--- src/rtl/pcie_pio_avmm_arbiter.sv ---
// Two-master round-robin Avalon-MM arbiter in front of the PIO slave.
// One transaction in flight, fixed read latency, waitrequest timeout.
module pcie_pio_avmm_arbiter #(
  parameter int                ADDR_W       = 4,
  parameter int                DATA_W       = 32,
  parameter int                READ_LATENCY = 1,
  parameter int                TIMEOUT      = 255,
  parameter logic [DATA_W-1:0] ERR_DATA     = 32'hDEAD_BEEF
) (
  input  logic                  clk_clk,
  input  logic                  reset_reset,
  input  logic [ADDR_W-1:0]     m0_address,
  input  logic                  m0_read,
  input  logic                  m0_write,
  input  logic [DATA_W-1:0]     m0_writedata,
  input  logic [DATA_W/8-1:0]   m0_byteenable,
  output logic                  m0_waitrequest,
  output logic [DATA_W-1:0]     m0_readdata,
  output logic                  m0_readdatavalid,
  input  logic [ADDR_W-1:0]     m1_address,
  input  logic                  m1_read,
  input  logic                  m1_write,
  input  logic [DATA_W-1:0]     m1_writedata,
  input  logic [DATA_W/8-1:0]   m1_byteenable,
  output logic                  m1_waitrequest,
  output logic [DATA_W-1:0]     m1_readdata,
  output logic                  m1_readdatavalid,
  output logic [ADDR_W-1:0]     s_address,
  output logic                  s_read,
  output logic                  s_write,
  output logic [DATA_W-1:0]     s_writedata,
  output logic [DATA_W/8-1:0]   s_byteenable,
  input  logic                  s_waitrequest,
  input  logic [DATA_W-1:0]     s_readdata,
  output logic                  err_timeout,
  output logic                  err_master,
  input  logic                  err_clear
);

  localparam int BE_W = DATA_W / 8;
  localparam logic [9:0] TO_LAST = 10'(TIMEOUT - 1);
  localparam logic [2:0] LAT = 3'(READ_LATENCY);

  typedef enum logic [2:0] {
    S_IDLE,
    S_ISSUE,
    S_ACK,
    S_RDWAIT,
    S_RESP
  } state_t;

  state_t state_q, state_d;
  logic grant_q, grant_d;
  logic last_q, last_d;
  logic rd_q, rd_d;
  logic abort_q, abort_d;
  logic [9:0] to_q, to_d;
  logic [2:0] lat_q, lat_d;
  logic [ADDR_W-1:0] sa_q, sa_d;
  logic [DATA_W-1:0] sd_q, sd_d;
  logic [BE_W-1:0] sbe_q, sbe_d;
  logic srd_q, srd_d;
  logic swr_q, swr_d;
  logic [DATA_W-1:0] rd0_q, rd0_d;
  logic [DATA_W-1:0] rd1_q, rd1_d;
  logic err_q, err_d;
  logic errm_q, errm_d;

  logic req0, req1;
  logic gnt, g_wr, g_rd, take;
  logic [DATA_W-1:0] smp;

  assign req0 = m0_read | m0_write;
  assign req1 = m1_read | m1_write;
  assign gnt  = (req0 & req1) ? ~last_q : req1;
  assign g_wr = gnt ? m1_write : m0_write;
  assign g_rd = (gnt ? m1_read : m0_read) & ~g_wr;
  assign smp  = abort_q ? ERR_DATA : s_readdata;

  // Arbitration, command sequencing and response capture.
  always_comb begin
    state_d = state_q;
    grant_d = grant_q;
    last_d  = last_q;
    rd_d    = rd_q;
    abort_d = abort_q;
    to_d    = to_q;
    lat_d   = lat_q;
    sa_d    = sa_q;
    sd_d    = sd_q;
    sbe_d   = sbe_q;
    srd_d   = srd_q;
    swr_d   = swr_q;
    rd0_d   = rd0_q;
    rd1_d   = rd1_q;
    err_d   = err_q;
    errm_d  = errm_q;
    take    = 1'b0;
    if (err_clear) err_d = 1'b0;
    unique case (state_q)
      S_IDLE: begin
        if (req0 | req1) begin
          grant_d = gnt;
          last_d  = gnt;
          sa_d    = gnt ? m1_address : m0_address;
          sd_d    = gnt ? m1_writedata : m0_writedata;
          sbe_d   = gnt ? m1_byteenable : m0_byteenable;
          swr_d   = g_wr;
          srd_d   = g_rd;
          rd_d    = g_rd;
          abort_d = 1'b0;
          to_d    = '0;
          state_d = S_ISSUE;
        end
      end
      S_ISSUE: begin
        if (!s_waitrequest) begin
          srd_d   = 1'b0;
          swr_d   = 1'b0;
          lat_d   = LAT;
          state_d = S_ACK;
        end else if (to_q == TO_LAST) begin
          srd_d   = 1'b0;
          swr_d   = 1'b0;
          lat_d   = LAT;
          abort_d = 1'b1;
          err_d   = 1'b1;
          errm_d  = grant_q;
          state_d = S_ACK;
        end else begin
          to_d = to_q + 10'd1;
        end
      end
      S_ACK: begin
        if (!rd_q) begin
          state_d = S_IDLE;
        end else if (lat_q == 3'd1) begin
          take    = 1'b1;
          state_d = S_RESP;
        end else begin
          lat_d   = lat_q - 3'd1;
          state_d = S_RDWAIT;
        end
      end
      S_RDWAIT: begin
        if (lat_q == 3'd1) begin
          take    = 1'b1;
          state_d = S_RESP;
        end else begin
          lat_d = lat_q - 3'd1;
        end
      end
      S_RESP: state_d = S_IDLE;
      default: state_d = S_IDLE;
    endcase
    if (take) begin
      if (grant_q) rd1_d = smp;
      else rd0_d = smp;
    end
  end

  // State and datapath registers; reset abandons any transaction.
  always_ff @(posedge clk_clk or posedge reset_reset) begin
    if (reset_reset) begin
      state_q <= S_IDLE;
      grant_q <= 1'b0;
      last_q  <= 1'b1;
      rd_q    <= 1'b0;
      abort_q <= 1'b0;
      to_q    <= '0;
      lat_q   <= '0;
      sa_q    <= '0;
      sd_q    <= '0;
      sbe_q   <= '0;
      srd_q   <= 1'b0;
      swr_q   <= 1'b0;
      rd0_q   <= '0;
      rd1_q   <= '0;
      err_q   <= 1'b0;
      errm_q  <= 1'b0;
    end else begin
      state_q <= state_d;
      grant_q <= grant_d;
      last_q  <= last_d;
      rd_q    <= rd_d;
      abort_q <= abort_d;
      to_q    <= to_d;
      lat_q   <= lat_d;
      sa_q    <= sa_d;
      sd_q    <= sd_d;
      sbe_q   <= sbe_d;
      srd_q   <= srd_d;
      swr_q   <= swr_d;
      rd0_q   <= rd0_d;
      rd1_q   <= rd1_d;
      err_q   <= err_d;
      errm_q  <= errm_d;
    end
  end

  assign m0_waitrequest   = !(state_q == S_ACK && !grant_q);
  assign m1_waitrequest   = !(state_q == S_ACK && grant_q);
  assign m0_readdatavalid = (state_q == S_RESP) && !grant_q;
  assign m1_readdatavalid = (state_q == S_RESP) && grant_q;
  assign m0_readdata      = rd0_q;
  assign m1_readdata      = rd1_q;
  assign s_address        = sa_q;
  assign s_writedata      = sd_q;
  assign s_byteenable     = sbe_q;
  assign s_read           = srd_q;
  assign s_write          = swr_q;
  assign err_timeout      = err_q;
  assign err_master       = errm_q;

endmodule

--- config.mk ---
export PLATFORM = sky130hd
export DESIGN_NAME = pcie_pio_avmm_arbiter
export DESIGN_NICKNAME = d
export VERILOG_FILES = /design/src/rtl/pcie_pio_avmm_arbiter.sv
export SDC_FILE = /design/constraint.sdc
export NUM_CORES = 1
export LEC_CHECK = 0
export ABC_AREA = 0
export CAP_MARGIN = 20
export CORE_ASPECT_RATIO = 0.8
export CORE_MARGIN = 1.5
export CORE_UTILIZATION = 30
export CTS_CLUSTER_DIAMETER = 50
export DETAILED_ROUTE_END_ITERATION = 12
export HOLD_SLACK_MARGIN = 0.03
export RECOVER_POWER = 50
export SLEW_MARGIN = 20
export SYNTH_ARGS = -nofsm -noshare
export SYNTH_HDL_FRONTEND = slang
export SYNTH_SLANG_ARGS = --single-unit
--- constraint.sdc ---
create_clock -name clk_clk -period 4.2 [get_ports clk_clk]
set_clock_uncertainty 0.2 [all_clocks]
set_input_delay 0.42 -clock clk_clk [delete_from_list [all_inputs] [get_ports clk_clk]]
set_output_delay 0.42 -clock clk_clk [all_outputs]
set_load 0.05 [all_outputs]
---- Word level (Yosys, flattened, before mapping) ----
Cells that the tools add are included.
word-level totals
  output and inout bits ................... 112
  input bits .............................. 120
  register bits after elaboration ......... 128
cells by class
  equality and inequality tests ........... 13
  bitwise operators ....................... 8
  $add $sub $neg .......................... 2
  reductions and logical operators ........ 19
  multiplexer cells ....................... 40
operator list
  cell                     number
  $mux W32                 2
  $mux W10                 3
  $mux W3                  10
  $pmux W10 S2             1
  $mux W1                  16
  $ne A2 B2 Y1 const B     6
  $pmux W3 S4              1
  $reduce_and A3 Y1        4
  $add A10 B1 Y10 const B  1
  $eq A10 B8 Y1 const B    1
  $pmux W3 S3              1
  $mux W4                  2
  $pmux W1 S2              4
  $reduce_and A4 Y1        2
  $eq A3 B1 Y1 const B     2
  $eq A3 B2 Y1 const B     2
  $reduce_and A2 Y1        3
  $logic_and A1 B1 Y1      4
  $eq A3 B3 Y1 const B     1
  $logic_not A1 Y1         3
  $logic_not A3 Y1         1
  $ne A3 B3 Y1 const B     1
  $not A1 Y1               3
  $or A1 B1 Y1             3
  other kinds (4)          5

---- Longest topological paths before layout ----
Gate-level depths: netlist (run 1).
  depth in word-level cells ............... 8
  mapped depth ............................ 9
  depth with buffers taken out ............ 7

---- Worst setup path before layout (run 1) ----
No wires, ideal clock.
  path kind ............................... flip-flop to output port
  from .................................... register state_q[1]
  to ...................................... output port m0_readdatavalid
  path slack .............................. 2.219 ns
  required time ........................... 3.580 ns
  arrival ................................. 1.361 ns
  cell stages (with the launch flop) ...... 5
  cells stage by stage .................... dfrtp_1 > buf_2 > nor2_1 > nand2_1 > nor2_1
between the ends
  cells in the longest elaborated chain, start to end .. 2
ends and longest elaborated chain
  what                    line  source
  start, declared         52    state_t state_q, state_d;
  start signal, assigned  182   state_q <= state_d;
  $eq A3 B3 Y1            203   assign m0_readdatavalid = (state_q == S_RESP) && !grant_q;
  $logic_and A1 B1 Y1     203
  end, declared           19    output logic m0_readdatavalid,
No other way between the ends.

---- Final worst setup path (run 1) ----
  from .................................... input port m1_write
  to ...................................... register sd_q[2] (netlist: s_writedata[2])
between the ends
  cells in the longest elaborated chain, start to end .. 4
  elaborated cells on any way between the ends .. 6
  classes of those cells .................. mux: 2; bitwise: 3; reduce/logical: 1
ends and longest elaborated chain
  what                  line  source
  start, declared       22    input logic m1_write,
  $or A1 B1 Y1 (*)      74    assign req1 = m1_read | m1_write;
  $and A1 B1 Y1         75    assign gnt = (req0 & req1) ? ~last_q : req1;
  $mux W1               75
  $mux W32              106   sd_d = gnt ? m1_writedata : m0_writedata;
  end signal, assigned  173   sd_q <= '0;
  end signal, assigned  190   sd_q <= sd_d;
  end, declared         60    logic [DATA_W-1:0] sd_q, sd_d;
Every way passes the cells marked *; elsewhere a longest branch is shown, timed or not.
A chain may end at the register's enable or synchronous reset.

==> key figures, run 1 <==
Outcome
  • Status: finished with violations
  • Failing checks: max-capacitance violations, max-slew violations

Worst setup path
  • CP required: 4.34 ns
  • CP Cell Sequence: clkdlybuf4s50_1, nor4_1, or4_1, buf_4, nand2_1, o21ai_1
  • R2r endpoint: lat_q[2]
  • R2r worst-path depth: 7
  • Critical R2R Launch: to_q[0]
  • Arrival @ worst endpoint: 3.31 ns
  • Worst path slowest cell: or4_1
  • Worst-path fanout max: 47
  • R2r setup slk: 1.04 ns
  • CP Launch Type: input pin
  • Crit Path Class: input pin to flop
  • Largest stage delay on the critical path: 1.03 ns
  • CP endpoint kind: flop

Global route
  • Maximum number of pins on one net before global-route repair: 69
  • Wire length of the first global-routing pass: 24900 um
  • Initial antenna violation count: 0
  • Number of global-route vias before repair: 4788
  • Total track usage: 0.164
  • Total grt overflow: 0

Drt
  • DR pass1 iterations: 4
  • Routed wire per std cell: 14.9 um
  • Final antenna-violating net count: 0
  • Detailed-route wire length: 15200 um
  • DRT iter0 DRCs: 204
  • Vias: 4707
  • DRC: 0
  • Vias per Instance: 4.61

Floorplanning
  • FP Rows: 44
  • Area of the core: 18100 sq um
  • Initial core utilization: 0.307
  • Die Area: 19300 sq um
  • Ports: 232
  • Die Width: 155 um
  • Chip height: 125 um

Synth
  • Simple-Gate Fraction of Synth Area: 0.158
  • Top-area cell type share of the netlist area: 0.572
  • Synth top area cells: dfrtp_1 (57%), o21ai_1 (10%), nand2_1 (8.1%)
  • Syn nets: 683
  • Yosys warning count: 0
  • Post-Syn Area: 5550 sq um
  • Mux contribution to synthesized area: 0.0759
  • Syn avg cell area: 9.93 sq um
  • Adder-cell area share of the yosys netlist: 0.00901
  • Post-synth cell types: 46
  • Synthesized instance count: 559
  • XOR/XNOR Fraction of Synth Area: 0.00158
  • FF+latch count, synth: 128
  • Synth Area in Compound Gates: 0.141
  • Area leader, netlist: dfrtp_1
  • Largest family of logic cells by synthesized area: simple AND/OR/NAND/NOR gates
  • Sequential area share after synthesis: 0.577

Pwr
  • LEAKAGE: 3.81 nW
  • Peak supply drop: 0.326 mV
  • Power Density: 905 nW/um^2

Clock network
  • CTS tree: done
  • TritonCTS Buffers: 17
  • Clk root buf: clkbuf_16
  • Max Root-Sink Buffers: 2
  • # hold bufs at CTS: 0
  • Clk sinks: 128
  • Post-cts sizing count: 0
  • Worst-path clk slew: 0.06 ns
  • H-tree levels: 4
  • Post-CTS setup buffers: 0
  • Clock latency on the worst-skew pair: 0.41 ns

Timing
  • Worst slew pin tran: 1.80 ns
  • Final Hold Fails: 0
  • Final period demand of the worst path: 3.17 ns
  • Slew Limit Headroom: -0.213
  • Final Max Slew Viols: 17
  • Fmax achieved: 315 MHz
  • Unrepaired setup endpoints after global routing: false
  • Final setup TNS: 0 ns
  • Final setup fails: 0
  • Tcrit/Tclk final: 0.755

Placement
  • Routability cong.: 0.778
  • I/O Buffers: 231
  • Post-detail-place hpwl: 11100 um

Final layout
  • Most frequent cells in the layout: clkdlybuf4s50_1 (201), dfrtp_1 (126), nand2_1 (119), o21ai_1 (95), mux2i_1 (41)
  • Commonest non-fill, non-tap cell in the layout: clkdlybuf4s50_1
  • Sequential standard cell area: 3210 sq um
  • Antenna diodes: 0
  • Layout cells sized above 1: 0.0557
  • Final #Nets: 902
  • Multi-input logic area: 2130 sq um
  • Core Util, Final: 0.471
  • Layout area overhead: 53.5%
  • Layout fillers: 1700

Min path
  • Hold Crit Endpoint: m0_readdata[10]
  • HP Class: flop to flop
  • Worst Hold Path Cells: 2
  • Hold wc startpoint: m0_readdata[10]

Job
  • Max-Cap Viols: 2
## cell families after synthesis
group,Yosys count
compound gates,143
xor+xnor,1
fa+ha+maj,4
buf+inv,45
flops,128
mux,42
simple gates,196
## routing by layer
metal  GRT usage  wire length, um
met1       0.212             7010
met2       0.253             6730
met3      0.0515             1070
met4      0.0684              386
met5           0                6
## state kept, by name, indices dropped and copies added, names as in the netlist
name,cells
abort_q,1
m1_readdata,32
err_timeout,1
rd_q,1
err_master,1
last_q,1
s_read,1
to_q,10
state_q,3
s_byteenable,4
lat_q,3
s_writedata,32
s_write,1
m0_readdata,32
grant_q,1
s_address,4
## power breakdown
group / internal [mW] / total (mW) / leakage (nW) / switching (mW)
logic: 1.36 / 4.26 / 1.98 / 2.90
registers: 1.81 / 2.16 / 1.59 / 0.353
clock network: 0.778 / 1.30 / 0.248 / 0.521
total: 3.94 / 7.72 / 3.81 / 3.78
## worst max-delay path, delay by kind of cell
kind	cells	cell delay, ns
buf+inv	2	1.03
simple gates	3	1.74
compound gates	1	0.09
## stage by stage
| stage | hold WS (ns) | cell area [sq um] | std cells | setup slack [ns] | power [mW] |
|---|---|---|---|---|---|
| 2_1_floorplan | 0.249 | 5550 | 559 | 0.169 | 5.10 |
| 3_3_place_gp | 0.261 | 8040 | 989 | 1.45 | 6.48 |
| 3_5_place_dp | 0.275 | 8040 | 989 | 1.35 | 6.55 |
| 4_1_cts | 0.287 | 8570 | 1020 | 1.40 | 7.88 |
| 5_1_grt | 0.296 | 8530 | 1020 | 0.701 | 8.18 |
| 6_report | 0.275 | 8530 | 1020 | 1.03 | 7.72 |
## synth_stat cells, drive strengths merged
library cell / number
dfrtp: 127
o21ai: 123
nand2: 121
mux2i: 41
nor2: 34
buf: 28
nand2b: 11
inv: 10
nand3: 8
clkbuf: 7
o31ai: 5
a21oi: 4
ha: 4
nand4: 4
nor2b: 4
a21o: 2
a31oi: 2
and2: 2
and3: 2
nor3: 2
o41ai: 2
or3: 2
a211oi: 1
a22o: 1
a22oi: 1
and4bb: 1
dfstp: 1
mux2: 1
nand3b: 1
nand4b: 1
nor3b: 1
nor4: 1
o211ai: 1
o311a: 1
or4: 1
xnor2: 1
## cell type report
cell class	instances	area share
clock buffer	22	0.0544
inverter	10	0.00470
tap	230	0.0338
clock inverter	9	0.00734
multi-input combinational	386	0.249
timing repair buffer	235	0.274
sequential	128	0.376
## how the worst max path moves through the flow
| stage | startpoint | end | slack (ns) | cells after the start |
|---|---|---|---|---|
| finish | m1_write | s_writedata[2] | 1.03 | 6 |
| global placement | m1_write | s_writedata[17] | 1.45 | 5 |
| CTS | state_q[1] | m0_readdatavalid | 1.40 | 4 |
| floorplan | reset_reset | abort_q | 0.17 | 1 |
| global route | to_q[0] | lat_q[2] | 0.70 | 7 |
| detailed placement | m1_write | s_writedata[2] | 1.35 | 6 |
Note: power is estimated with default switching activity, not from simulation.
==> inputs of run 2 (changes only) <==
Clock period 4.2 ns to 3.1 ns, I/O delays scaled along.
==> key figures, run 2 (synthesis gave the netlist of run 1 again) <==
Outcome
  • Status: finished, final reports clean

Global route
  • Total grt overflow: 0
  • Wire length of the first global-routing pass: 24200 um
  • Maximum number of pins on one net before global-route repair: 86
  • Total track usage: 0.158
  • Initial antenna violation count: 0
  • Number of global-route vias before repair: 4827

Floorplanning
  • Area of the core: 18100 sq um
  • Initial core utilization: 0.307
  • Chip height: 125 um
  • Ports: 232
  • Die Width: 155 um
  • Die Area: 19300 sq um
  • FP Rows: 44

Clock network
  • TritonCTS Buffers: 17
  • CTS tree: done
  • Post-cts sizing count: 0
  • Worst-path clk slew: 0.06 ns
  • Clk sinks: 128
  • Clk root buf: clkbuf_16
  • Max Root-Sink Buffers: 2
  • # hold bufs at CTS: 0
  • H-tree levels: 4
  • Clock latency on the worst-skew pair: 0.41 ns
  • Post-CTS setup buffers: 0

Timing
  • Worst slew pin tran: 1.33 ns
  • Post-route setup slack: 0.479 ns
  • Final Max Slew Viols: 0
  • Slew Limit Headroom: 0.116
  • Final setup fails: 0
  • Final period demand of the worst path: 2.62 ns
  • Final setup TNS: 0 ns
  • Fmax achieved: 382 MHz
  • Unrepaired setup endpoints after global routing: false
  • Final Hold Fails: 0
  • Tcrit/Tclk final: 0.846

Worst setup path
  • R2r setup slk: 0.62 ns
  • CP Capture Point: m0_waitrequest
  • Crit path depth: 3
  • Largest stage delay on the critical path: 0.71 ns
  • CP Cell Sequence: nand2b_4, or3_1, clkdlybuf4s50_1
  • CP Launch Type: flop
  • R2r worst-path depth: 8
  • Crit Path Class: flop to output port
  • Arrival @ worst endpoint: 2.11 ns
  • Worst-path fanout max: 9
  • Largest delay contributor family on the critical path: buffers and inverters
  • Worst path slowest cell: clkdlybuf4s50_1
  • R2r endpoint: m0_readdata[2]
  • CP endpoint kind: output port
  • Buf/Inv on CP: 1
  • Critical R2R Launch: lat_q[1]
  • Crit. Startpoint: state_q[2]
  • CP required: 2.59 ns

Final layout
  • Layout area overhead: 55.4%
  • Final #Nets: 906
  • Commonest non-fill, non-tap cell in the layout: clkdlybuf4s50_1
  • Final instance area: 8630 sq um
  • Layout cells sized above 1: 0.0616
  • Non-filler cells, final: 1025
  • Most frequent cells in the layout: clkdlybuf4s50_1 (229), dfrtp_1 (127), nand2_1 (119), o21ai_1 (68), o21ai_0 (54)
  • Antenna diodes: 0
  • Core Util, Final: 0.476

Drt
  • Vias per Instance: 4.58
  • DRT iter0 DRCs: 252
  • Routed wire per std cell: 14.3 um
  • Detailed-route wire length: 14600 um
  • Final antenna-violating net count: 0
  • Vias: 4698
  • DRC: 0
  • DR pass1 iterations: 4

Placement
  • Routability cong.: 0.771
  • Post-Place Setup Slack: 0.635 ns
  • Post-detail-place hpwl: 10700 um
  • I/O Buffers: 231
  • Dpl cell area: 8120 sq um
  • Placed insts: 993

Min path
  • HP Class: input pin to asynchronous set/reset pin

Job
  • Max-Cap Viols: 0

Pwr
  • Peak supply drop: 0.555 mV
  • Power Density: 1240 nW/um^2
  • LEAKAGE: 3.81 nW
## run 2: cell types whose count changed in the layout (fill, tap and decap cells not counted), sizes merged
cell / previous run / this run
dlygate4sd3: 30 / 2
clkinv: 5 / 4
buf: 3 / 4
clkinvlp: 4 / 5
bufinv: 0 / 2
clkdlybuf4s50: 201 / 229
clkbuf: 23 / 25
## run 2: final cells by class
cell class              instances  area (sq um)
well taps                     230           288
fillers                      1687          9490
flip-flops and latches        128          3200
clock inverters                11           134
repair buffers                239          2370
inverters                      10          38.8
multi-input cells             386          2140
clock buffers                  21           450
## run 2: per-stage QoR
stage          hold WS, ns  power, mW
6_report             0.234       10.7
5_1_grt              0.262       11.3
4_1_cts             0.0422       10.9
3_5_place_dp         0.272       8.92
3_3_place_gp         0.260       8.81
2_1_floorplan        0.249       6.91
## run 2: where the power goes
part           internal, mW  switching (mW)
registers              2.45           0.464
logic                  1.90            3.90
clock network          1.21           0.736
## run 2: worst min path at each step
stage,end,slack (ns),depth (start not counted)
CTS,s_writedata[6],0.04,2
floorplan,lat_q[1],0.25,2
global route,s_byteenable[1],0.26,2
global placement,lat_q[1],0.26,2
finish,s_byteenable[1],0.23,2
detailed placement,m1_readdata[31],0.27,2
## run 2: per-layer routing
layer	wire, um	share of wire	vias to the layer above	track usage
li1	-	-	2356	-
met1	6740	0.46	2175	0.202
met2	6800	0.46	160	0.256
met3	1000	0.068	7	0.0518
met4	103	0.0070	0	0.0407
met5	0	0	-	0
